<file path="config.mk">
export PLATFORM = sky130hd
export DESIGN_NAME = led_link_indicator
export DESIGN_NICKNAME = d
export VERILOG_FILES = /design/src/rtl/led_link_indicator.sv
export SDC_FILE = /design/constraint.sdc
export NUM_CORES = 1
export LEC_CHECK = 0
export BUFFER_PORTS_ARGS = -buffer_cell sky130_fd_sc_hd__buf_2
export CAP_MARGIN = 10
export CORE_AREA = 5 5 119 121
export CTS_CLUSTER_DIAMETER = 120
export DETAILED_ROUTE_END_ITERATION = 6
export DIE_AREA = 0 0 124 126
export PLACE_DENSITY_LB_ADDON = 0.05
export SYNTH_ARGS = -nofsm -noshare
export SYNTH_HDL_FRONTEND = slang
export SYNTH_SLANG_ARGS = --single-unit
</file>
<file path="constraint.sdc">
create_clock -name clk -period 7.35 [get_ports clk]
set_clock_uncertainty 0.05 [all_clocks]
set_input_delay 1.47 -clock clk [delete_from_list [all_inputs] [get_ports clk]]
set_output_delay 1.47 -clock clk [all_outputs]
set_load 0.005 [all_outputs]
</file>
<file path="src/rtl/led_link_indicator.sv">
// led_link_indicator
// ------------------
// Per-port LED pattern generator. Consumes the link-up level, the flap
// indication from the upstream flap detector and a per-frame activity strobe,
// and drives a single LED with one of four patterns:
//   - off                      : link down
//   - solid on                 : link up, idle
//   - short off-blinks         : traffic
//   - fast continuous blinking : link flapping (persists FlapHold cycles)
// The LED output comes straight from a flop, so it can be routed to a pin.
//
// Ports:
//   clk      in  1  block clock
//   reset_n  in  1  asynchronous active-low reset
//   link_up  in  1  link status level, 1 = up
//   flap     in  1  flap indication level from the flap detector
//   activity in  1  one-cycle strobe per frame (may be held high)
//   led      out 1  LED drive, 1 = lit, registered

module led_link_indicator #(
    parameter int unsigned BlinkHalfPeriod = 6250000,
    parameter int unsigned ActivityHold    = 2500000,
    parameter int unsigned FlapHold        = 25000000
) (
    input  logic clk,
    input  logic reset_n,
    input  logic link_up,
    input  logic flap,
    input  logic activity,
    output logic led
);

    localparam int unsigned MaxAB    = (BlinkHalfPeriod > ActivityHold) ? BlinkHalfPeriod : ActivityHold;
    localparam int unsigned MaxParam = (MaxAB > FlapHold) ? MaxAB : FlapHold;
    localparam int unsigned CntW     = $clog2(MaxParam + 1);

    // A parameter of 1 loads 0, giving a one-cycle phase.
    localparam logic [CntW-1:0] BlinkReload = CntW'(BlinkHalfPeriod - 1);
    localparam logic [CntW-1:0] ActReload   = CntW'(ActivityHold - 1);
    localparam logic [CntW-1:0] HoldReload  = CntW'(FlapHold - 1);
    localparam logic [CntW-1:0] CntOne      = CntW'(1);

    typedef enum logic [2:0] {
        S_DOWN,
        S_UP,
        S_ACT_OFF,
        S_ACT_ON,
        S_FLAP
    } state_e;

    state_e          state_q, state_d;
    logic            led_q, led_d;
    logic [CntW-1:0] blink_cnt_q, blink_cnt_d;
    logic [CntW-1:0] hold_cnt_q, hold_cnt_d;
    logic [CntW-1:0] act_cnt_q, act_cnt_d;

    always_ff @(posedge clk or negedge reset_n) begin
        if (!reset_n) begin
            state_q     <= S_DOWN;
            led_q       <= 1'b0;
            blink_cnt_q <= '0;
            hold_cnt_q  <= '0;
            act_cnt_q   <= '0;
        end else begin
            state_q     <= state_d;
            led_q       <= led_d;
            blink_cnt_q <= blink_cnt_d;
            hold_cnt_q  <= hold_cnt_d;
            act_cnt_q   <= act_cnt_d;
        end
    end

    always_comb begin
        state_d     = state_q;
        led_d       = led_q;
        blink_cnt_d = blink_cnt_q;
        hold_cnt_d  = hold_cnt_q;
        act_cnt_d   = act_cnt_q;

        // Flap outranks everything; once in FLAP the pattern runs on its own.
        if (flap && (state_q != S_FLAP)) begin
            state_d     = S_FLAP;
            led_d       = 1'b1;
            blink_cnt_d = BlinkReload;
            hold_cnt_d  = HoldReload;
        end else begin
            case (state_q)
                S_FLAP: begin
                    if (blink_cnt_q == '0) begin
                        led_d       = ~led_q;
                        blink_cnt_d = BlinkReload;
                    end else begin
                        blink_cnt_d = blink_cnt_q - CntOne;
                    end

                    // Hold-off timer only runs once flap has gone quiet.
                    if (flap) begin
                        hold_cnt_d = HoldReload;
                    end else if (hold_cnt_q != '0) begin
                        hold_cnt_d = hold_cnt_q - CntOne;
                    end

                    if (!flap && (hold_cnt_q == '0)) begin
                        state_d = link_up ? S_UP : S_DOWN;
                        led_d   = link_up;
                    end
                end

                S_DOWN: begin
                    // A coincident activity strobe is intentionally dropped.
                    if (link_up) begin
                        state_d = S_UP;
                        led_d   = 1'b1;
                    end
                end

                S_UP: begin
                    if (!link_up) begin
                        state_d = S_DOWN;
                        led_d   = 1'b0;
                    end else if (activity) begin
                        state_d   = S_ACT_OFF;
                        led_d     = 1'b0;
                        act_cnt_d = ActReload;
                    end
                end

                S_ACT_OFF: begin
                    if (!link_up) begin
                        state_d = S_DOWN;
                        led_d   = 1'b0;
                    end else if (act_cnt_q == '0) begin
                        state_d   = S_ACT_ON;
                        led_d     = 1'b1;
                        act_cnt_d = ActReload;
                    end else begin
                        act_cnt_d = act_cnt_q - CntOne;
                    end
                end

                S_ACT_ON: begin
                    if (!link_up) begin
                        state_d = S_DOWN;
                        led_d   = 1'b0;
                    end else if (act_cnt_q == '0) begin
                        // The on-phase has elapsed, so the blink is re-armed on
                        // this edge: held activity restarts the off-phase
                        // directly, giving an exact ActivityHold off/on square
                        // wave rather than one stretched by an idle UP cycle.
                        if (activity) begin
                            state_d   = S_ACT_OFF;
                            led_d     = 1'b0;
                            act_cnt_d = ActReload;
                        end else begin
                            state_d = S_UP;
                            led_d   = 1'b1;
                        end
                    end else begin
                        act_cnt_d = act_cnt_q - CntOne;
                    end
                end

                default: begin
                    state_d = S_DOWN;
                    led_d   = 1'b0;
                end
            endcase
        end
    end

    assign led = led_q;

endmodule

</file>
# Word-level counts from Yosys, hierarchy flattened
# Index checks and enable logic that the tools add are counted.
word_totals:
  register_bits: 79
  elab_cells: 77
  output_inout_bits: 1
classes:
  muxes: 38
  n_eq_ne: 14
  n_addsub: 3
  bitwise_logic: 2
  n_reduce_logical: 15
ops:
  columns: ["operator", "n"]
  rows:
  - ["25-bit two-way mux", 13]
  - ["25-bit zero test", 3]
  - ["25-bit one-hot mux with 3 select lines", 1]
  - ["25-bit by 1-bit subtractor with 25-bit output, second input constant", 3]
  - ["3-bit two-way mux", 9]
  - ["25-bit nonzero test", 1]
  - ["4-bit inequality test, second input constant", 4]
  - ["3-bit one-hot mux with 5 select lines", 1]
  - ["5-bit AND reduction", 3]
  - ["1-bit two-way mux", 12]
  - ["3-bit inequality test, second input constant", 3]
  - ["3-bit by 2-bit == test with 1-bit output, second input constant", 2]
  - ["2-bit inequality test, second input constant", 3]
  - ["3-bit nonzero test", 2]
  - ["1-bit one-hot mux with 5 select lines", 1]
  - ["3-bit by 1-bit == test with 1-bit output, second input constant", 1]
  - ["3-bit == test, second input constant", 1]
  - ["3-bit zero test", 1]
  - ["1-bit logical AND", 2]
  - ["2-bit two-way mux", 1]
  - ["1-bit inverter", 2]
  - ["2-bit AND reduction", 1]
  - ["2-bit nonzero test", 1]
  - ["1-bit zero test", 1]

# Logic depth before layout (Yosys ltp)
# Gate-level depths: netlist of the first run.
depth:
  depth_word: 5
  mapped_depth: 9
  depth_no_buf: 8

# Worst setup path after synthesis of the first run
# OpenSTA, ideal clock, no wires.
synth_timing:
  path_type: "input to register"
  start: "input flap"
  end: "register hold_cnt_q[4]"
  setup_ns: 0.134
  arrival_ns: 2.896
  path_stages: 7
  setup_slack_ns: 4.270
  path_buffers: 1
  path_cell_list: "clkbuf_1 > nor4b_1 > and4_1 > a31o_2 > nor4b_1 > xnor2_1 > nand2_1"
synth_between:
  elab_chain_len: 3
synth_rtl:
  columns: ["element", "line_no", "text"]
  rows:
  - ["start: declaration", "28", "input logic flap,"]
  - ["25-bit two-way mux / 1-bit logical AND (equally long branches)", "97, 81", null]
  - ["25-bit two-way mux (tied with other cells)", "87", "case (state_q)"]
  - ["25-bit two-way mux / 2-bit AND reduction (equally long branches)", null, null]
  - ["end signal: assignment", "68", "hold_cnt_q <= hold_cnt_d;"]
  - ["end: declaration", "54", "logic [CntW-1:0] hold_cnt_q, hold_cnt_d;"]
# Parallel ways exist; a longest one is shown, timed or not. The select of a mux whose other input is x is not followed.
# A chain may end at the register's enable or synchronous reset.

# Worst setup path after layout of the first run
layout_timing:
  start: "register act_cnt_q[0]"
  end: "register act_cnt_q[15]"
layout_between:
  elab_chain_len: 4
layout_rtl:
  columns: ["element", "line_no", "text"]
  rows:
  - ["start: declaration", "55", "logic [CntW-1:0] act_cnt_q, act_cnt_d;"]
  - ["start signal: assignment", "69", "act_cnt_q <= act_cnt_d;"]
  - ["25-bit by 1-bit subtractor with 25-bit output / 25-bit zero test (equally long branches)", null, null]
  - ["25-bit two-way mux (on tied branches)", "145, 132", null]
  - ["25-bit two-way mux (on tied branches)", "142, 129", null]
  - ["25-bit one-hot mux with 3 select lines (*)", "87", null]
# Every way passes the cells marked *; elsewhere a longest branch is shown, timed or not. The select of a mux whose other input is x is not followed.

==> results.toml, run 1 <==
[clock_tree]
postCtsSetupBuffers = 0
cts_tree = "built"
worst_skew_late_latency_ps = 340
h-tree-depth = 3
clock_sink_count = 79
cts.path.max_buffers = 2
cts_inserted_buffers = 9
ctsHoldBuffers = 0
clk_root_buffer_cell = "sky130_fd_sc_hd__clkbuf_16"
ctsResizeCount = 0
clk_transition_reported_paths_ps = 60

[cells_and_area]
insertedDiodeCount = 0
finish.net_count = 527
area_delta_synth_final_pct = 10.5
layout_cell_share_with_drive_strength_beyond_1_pct = 6.90

[timing]
maxSlewViolCount = 0
setup_viol = 0
final.setup.worst_slack_ps = 4050
finalWorstPathRequiredPeriod_ps = 3300
slew_headroom_pct = 26.6
rsz0062_at_grt = "false"
totalNegativeSetupSlack_ps = 0
tightestPinTransition_ps = 1100
timing.final.hold_violations = 0
fmax_mhz = 303
timing.final.crit_share_pct = 44.8
final.hold.worst_slack_ps = 421

[routing]
detail_route.iter0.violations = 286
vias_per_cell = 5.59
drt_drc_violations_left = 0
post_drt_wl_per_cell_um = 16.0
drt_first_pass_iters = 4
vias = 3901
antenna_left = 0
route.final.wire_length_mm = 11.2

[yosys]
synthesis.area_um2 = 4450
synth-compound-area-share_pct = 21.6
synth.distinct_cells = 56
synth-seq-cells = 79
async_reset_ff_share_pct = 100
synth_top_flop_cell = "sky130_fd_sc_hd__dfrtp_1"
synth-seq-area-share_pct = 44.4
synth_mux_area_share_pct = 0.225
synth_simple_gate_area_share_pct = 25.4
synthAdderAreaFrac_pct = 1.12
number_of_synthesized_flops_with_an_enable_pin = 0
yosysWarningCount = 0
netlist_instances = 518
netlist.area_leader.share_pct = 44.4
post-synth-top-count-cell = "sky130_fd_sc_hd__dfrtp_1"
synth-xor-area-share_pct = 3.93
synth.largest_area_cell = "sky130_fd_sc_hd__dfrtp_1"
synth.top_cells.by_count = "sky130_fd_sc_hd__dfrtp_1, sky130_fd_sc_hd__nor2_1, sky130_fd_sc_hd__nand2_1"
synth_top_family_by_area = "simple AND/OR/NAND/NOR gates"
post_synthesis_average_cell_area_um2 = 8.60
synth.top_cells.by_area = "sky130_fd_sc_hd__dfrtp_1, sky130_fd_sc_hd__nor2_1, sky130_fd_sc_hd__o21ai_0"
syn-num-nets = 527

[grt]
grt_start_max_net_pins = 48
globalRouteMet2Util_pct = 23.1
grt-ovfl-total = 0
grt_first_pass_wirelength_mm = 19.3
globalRoute.busiestLayer = "met2"
first_global_vias = 3812
grt_antenna_before_repair = 0
globalRouteMet1Util_pct = 21.6
overall_track_demand_over_capacity_in_global_routing_pct = 15.3
met3_usage_pct = 2.51

[worst_hold_path]
holdCritPathClass = "flip-flop to flip-flop"

[floorplan]
floorplan.core_area_um2 = 13000
floorplan.die.height_um = 126
initial_core_util_pct = 34.3
die_width_um = 124
fp-row-count = 42
area_enclosed_by_the_die_boundary_um2 = 15600
num_io_pins = 6

[worst_setup_path]
timing.setup.critical_path_class = "flip-flop to flip-flop"
crit_arrival_ps = 3460
worstSetupStartpointType = "flip-flop"
critPathMaxFanout = 14
end_kind = "flip-flop"
required_ps = 7520

[place]
place_congestion = 0.776
dp_worst_setup_slack_ps = 3840
port_buffers = 5
detailedPlacementHpwl_mm = 7.55

[pwr]
power_density_nw_per_um2 = 263
peakVddDrop_v = 0.0000973
static-leakage-power_uw = 0.00179

[status]
status = "finished clean"

[flow_run]
cap_viol_max_count = 0
==> where the power goes <==
part           leakage, µW  internal (µW)  switching (µW)
clock             0.000132            246             176
sequential        0.000903            490            67.5
combinational     0.000751            115             200
total              0.00179            851             444
==> state kept, by name, summed over array words and instances, names as in the netlist <==
| register | count |
|---|---|
| blink_cnt_q | 25 |
| act_cnt_q | 25 |
| state_q | 3 |
| led | 1 |
| hold_cnt_q | 25 |
==> critical path: stages, from the launching register on <==
cell	delay, ps
sky130_fd_sc_hd__dfrtp_1	410
sky130_fd_sc_hd__inv_1	90
sky130_fd_sc_hd__ha_1	220
sky130_fd_sc_hd__nor4b_1	420
sky130_fd_sc_hd__and4_1	290
sky130_fd_sc_hd__nand4_1	410
sky130_fd_sc_hd__o21ai_1	960
sky130_fd_sc_hd__o21ai_0	210
sky130_fd_sc_hd__o41ai_1	110
==> logic make-up after synthesis <==
group | Yosys count
and+or+nand+nor | 225
AOI/OAI and AO/OA | 155
DFF | 79
buffers and inverters | 34
xor gates and xnor gates | 20
adders and majority gates | 4
muxes | 1
==> worst paths after layout <==
| path | startpoint | end | slack (ps) | cells past startpoint |
|---|---|---|---|---|
| worst max-delay path | act_cnt_q[0] | act_cnt_q[15] | 4050 | 8 |
| worst min-delay path | blink_cnt_q[20] | blink_cnt_q[20] | 420 | 1 |
| worst max register to register | act_cnt_q[0] | act_cnt_q[15] | 4050 | 8 |
| worst min register to register | blink_cnt_q[20] | blink_cnt_q[20] | 420 | 1 |
| max in group asynchronous | reset_n | blink_cnt_q[8] | 5220 | 2 |
| min in group asynchronous | reset_n | hold_cnt_q[19] | 1030 | 1 |
==> placed cells by master, fill, tap and decap left out, types with 3 or more instances in the layout <==
master | synthesis | routed
sky130_fd_sc_hd__a21oi_1 | 40 | 40
sky130_fd_sc_hd__nand2b_1 | 7 | 7
sky130_fd_sc_hd__and2_1 | 3 | 3
sky130_fd_sc_hd__or4_1 | 8 | 8
sky130_fd_sc_hd__nand3_1 | 15 | 15
sky130_fd_sc_hd__buf_2 | 5 | 4
sky130_fd_sc_hd__xnor2_1 | 15 | 15
sky130_fd_sc_hd__nor2_1 | 59 | 59
sky130_fd_sc_hd__buf_4 | 1 | 6
sky130_fd_sc_hd__o211ai_1 | 4 | 4
sky130_fd_sc_hd__o31ai_1 | 9 | 9
sky130_fd_sc_hd__inv_1 | 12 | 12
sky130_fd_sc_hd__xor2_1 | 5 | 5
sky130_fd_sc_hd__nor2b_1 | 6 | 6
sky130_fd_sc_hd__a31oi_1 | 7 | 7
sky130_fd_sc_hd__nand2_1 | 50 | 50
sky130_fd_sc_hd__nor4_1 | 16 | 16
sky130_fd_sc_hd__ha_1 | 4 | 4
sky130_fd_sc_hd__nand4_1 | 5 | 5
sky130_fd_sc_hd__o21a_1 | 5 | 5
sky130_fd_sc_hd__and3_1 | 3 | 3
sky130_fd_sc_hd__o21ai_0 | 42 | 42
sky130_fd_sc_hd__nor4b_1 | 4 | 4
sky130_fd_sc_hd__clkbuf_16 | 0 | 9
sky130_fd_sc_hd__o41ai_1 | 11 | 11
sky130_fd_sc_hd__o21ai_1 | 17 | 16
sky130_fd_sc_hd__or3_1 | 9 | 9
sky130_fd_sc_hd__dfrtp_1 | 79 | 79
sky130_fd_sc_hd__nor3_1 | 29 | 29
==> final cells by class <==
type	instances	area (µm²)
multi-input cells	405	2340
fillers	1333	8060
inverters	13	48.8
clock inverters	2	16.3
flip-flops and latches	79	1980
clock buffers	13	260
repair buffers	10	65.1
well taps	176	220
==> routing by layer <==
layer | up-vias | wire [µm] | part of all wire, %
met5 | - | 0 | 0
met4 | 0 | 274 | 2.5
met3 | 21 | 373 | 3.3
met2 | 61 | 5140 | 46
met1 | 1906 | 5380 | 48
li1 | 1913 | - | -
==> metrics by stage <==
step                utilization [%]  instance area (µm²)  cells  power (µW)
floorplan                         -                 4450    518         800
global placement               35.8                 4650    683         877
detailed placement             35.8                 4650    683         881
CTS                            37.9                 4920    698        1310
global route                   37.9                 4920    698        1380
finish                         37.9                 4920    698        1300
No activity file was read; power rests on OpenSTA's default activity.
==> run 2: changes to the inputs <==
Settings changed: ABC_AREA from default to 1, CORE_AREA 5 5 119 121 to 5 5 131 133, DIE_AREA 0 0 124 126 to 0 0 136 138.
Clock period 7.35 ns to 3.1 ns, I/O delays scaled along.
==> results.toml, run 2 <==
[status]
status = "finished clean"

[yosys]
synth_top_flop_cell = "sky130_fd_sc_hd__dfrtp_1"
synth_mux_area_share_pct = 0
post-synth-top-count-cell = "sky130_fd_sc_hd__nand2_1"
post_synthesis_average_cell_area_um2 = 7.01
synthesis.area_um2 = 5430
synth-xor-area-share_pct = 5.95
yosysWarningCount = 0
synthAdderAreaFrac_pct = 0.922
synth-seq-area-share_pct = 36.4
netlist.area_leader.share_pct = 36.4
netlist_instances = 774
synth_top_family_by_area = "simple AND/OR/NAND/NOR gates"
synth.top_cells.by_count = "sky130_fd_sc_hd__nand2_1, sky130_fd_sc_hd__nor2_1, sky130_fd_sc_hd__inv_1"
synth.distinct_cells = 43
synth.top_cells.by_area = "sky130_fd_sc_hd__dfrtp_1, sky130_fd_sc_hd__nand2_1, sky130_fd_sc_hd__nor2_1"
syn-num-nets = 783
synth-seq-cells = 79
synth_simple_gate_area_share_pct = 38.6
synth-compound-area-share_pct = 9.47
synth.largest_area_cell = "sky130_fd_sc_hd__dfrtp_1"
number_of_synthesized_flops_with_an_enable_pin = 0
async_reset_ff_share_pct = 100

[cells_and_area]
layout_commonest_cell = "sky130_fd_sc_hd__nand2_1"
insertedDiodeCount = 0
fill_cells = 1686
design_area_um2 = 6000
layout_cell_share_with_drive_strength_beyond_1_pct = 11.0
mostFrequentLayoutCells = "sky130_fd_sc_hd__nand2_1, sky130_fd_sc_hd__nor2_1, sky130_fd_sc_hd__inv_1"
finish.net_count = 790
largestRegisters = "act_cnt_q x25, blink_cnt_q x25, hold_cnt_q x25"
area_delta_synth_final_pct = 10.6

[worst_setup_path]
timing.setup.critical_path_class = "flip-flop to flip-flop"
worstSetupStartpointType = "flip-flop"
worst-r2r-cell-count = 9
critPathMaxFanout = 12
required_ps = 3320
crit_arrival_ps = 2310
end_kind = "flip-flop"

[floorplan]
area_enclosed_by_the_die_boundary_um2 = 18800
floorplan.core_area_um2 = 15700
initial_core_util_pct = 34.5
die_width_um = 136
num_io_pins = 6
floorplan.die.height_um = 138
fp-row-count = 46

[timing]
final.hold.worst_slack_ps = 166
fmax_mhz = 478
timing.final.hold_violations = 0
maxSlewViolCount = 0
slew_headroom_pct = 54.7
totalNegativeSetupSlack_ps = 0
rsz0062_at_grt = "false"
timing.final.crit_share_pct = 67.5
setup_viol = 0
finalWorstPathRequiredPeriod_ps = 2090
tightestPinTransition_ps = 679

[clock_tree]
postCtsSetupBuffers = 0
ctsHoldBuffers = 0
clk_root_buffer_cell = "sky130_fd_sc_hd__clkbuf_16"
cts_inserted_buffers = 9
worst_skew_late_latency_ps = 350
h-tree-depth = 3
clk_transition_reported_paths_ps = 60
cts.path.max_buffers = 2
ctsResizeCount = 0
clock_sink_count = 79
cts_tree = "built"

[routing]
antenna_left = 0
drt_drc_violations_left = 0
vias = 4952
post_drt_wl_per_cell_um = 14.2
route.final.wire_length_mm = 14.2
drt_first_pass_iters = 5
detail_route.iter0.violations = 248
vias_per_cell = 4.95

[grt]
grt_first_pass_wirelength_mm = 24.2
grt_start_max_net_pins = 50
grt-ovfl-total = 0
overall_track_demand_over_capacity_in_global_routing_pct = 16.0
grt_antenna_before_repair = 0
first_global_vias = 4896

[pwr]
cell_internal_pwr_uw = 2160
p_sw_share_pct = 35.4
clockPowerShare_pct = 34.9
combinationalPowerShare_pct = 25.5
share_seq_of_total_power_pct = 39.6
power_density_nw_per_um2 = 557
netSwitchingPower_uw = 1190
static-leakage-power_uw = 0.00269
peakVddDrop_v = 0.000285

[place]
port_buffers = 5
placed_instance_area_um2 = 5690
place_congestion = 0.838
detailedPlacementHpwl_mm = 10.4

[worst_hold_path]
holdCritPathClass = "input port to asynchronous set/reset pin"

[flow_run]
cap_viol_max_count = 0
==> run 2: cell types whose count changed in the layout (fill, tap and decap cells not counted), moves of 16 or more <==
cell | before | now
sky130_fd_sc_hd__a21oi_1 | 40 | 24
sky130_fd_sc_hd__inv_1 | 12 | 87
sky130_fd_sc_hd__nand2_1 | 50 | 169
sky130_fd_sc_hd__nand3_1 | 15 | 72
sky130_fd_sc_hd__nor2_1 | 59 | 129
sky130_fd_sc_hd__nor3_1 | 29 | 5
sky130_fd_sc_hd__xor2_1 | 5 | 32
==> run 2: cell type report <==
class | instances | area, µm² | area share (%)
clock inverters | 4 | 70.1 | 1.17
inverters | 97 | 367 | 6.11
clock buffers | 11 | 243 | 4.04
flip-flops and latches | 79 | 1980 | 32.9
multi-input cells | 582 | 2980 | 49.7
repair buffers | 12 | 92.6 | 1.54
well taps | 216 | 270 | 4.50
==> run 2: worst max-delay path, cell delays in order (launching register included) <==
cell	delay (ps)
sky130_fd_sc_hd__dfrtp_1	380
sky130_fd_sc_hd__inv_1	140
sky130_fd_sc_hd__ha_1	260
sky130_fd_sc_hd__nand2_2	110
sky130_fd_sc_hd__nor2_4	200
sky130_fd_sc_hd__nand3_2	140
sky130_fd_sc_hd__o21ai_2	130
sky130_fd_sc_hd__buf_4	200
sky130_fd_sc_hd__nand2_1	220
sky130_fd_sc_hd__o211ai_1	170
==> run 2: stage by stage <==
step	std cells	util [%]	total power [µW]	worst slack, ps
floorplan	774	-	1970	1410
global placement	986	36.2	2190	936
detailed placement	986	36.2	2200	906
CTS	1001	38.2	3390	989
global route	1001	38.2	3570	776
finish	1001	38.2	3350	1010
==> run 2: final timing paths <==
| check | startpoint | slack, ps | end |
|---|---|---|---|
| max in group asynchronous | reset_n | 2190 | hold_cnt_q[0] |
| setup / recovery | blink_cnt_q[0] | 1010 | blink_cnt_q[20] |
| hold reg to reg | blink_cnt_q[0] | 460 | blink_cnt_q[0] |
| min in group clk | blink_cnt_q[0] | 460 | blink_cnt_q[0] |
| setup reg to reg | blink_cnt_q[0] | 1010 | blink_cnt_q[20] |
| hold / removal | reset_n | 170 | act_cnt_q[13] |
==> run 2: kinds of logic (layout without fill, tap and decap cells) <==
group / count (synthesis) / in the layout
adders and majority gates: 4 / 4
AOI/OAI and AO/OA: 94 / 94
and+or+nand+nor: 448 / 448
buffers and inverters: 113 / 124
DFF: 79 / 79
xor gates and xnor gates: 36 / 36
==> run 2: routing by layer <==
metal | global-route usage, % | wire length [µm] | up-vias
met2 | 26.7 | 6860 | 84
met4 | 7.27 | 438 | 0
met5 | 0 | 0 | -
met3 | 2.36 | 333 | 26
met1 | 20.3 | 6600 | 2328
li1 | - | - | 2514
==> run 2: power groups by stage <==
stage,combinational (µW),sequential (µW),clock (µW)
floorplan,667,1300,0
global placement,847,1340,0
detailed placement,861,1340,0
CTS,861,1330,1200
global route,985,1350,1240
finish,852,1330,1170
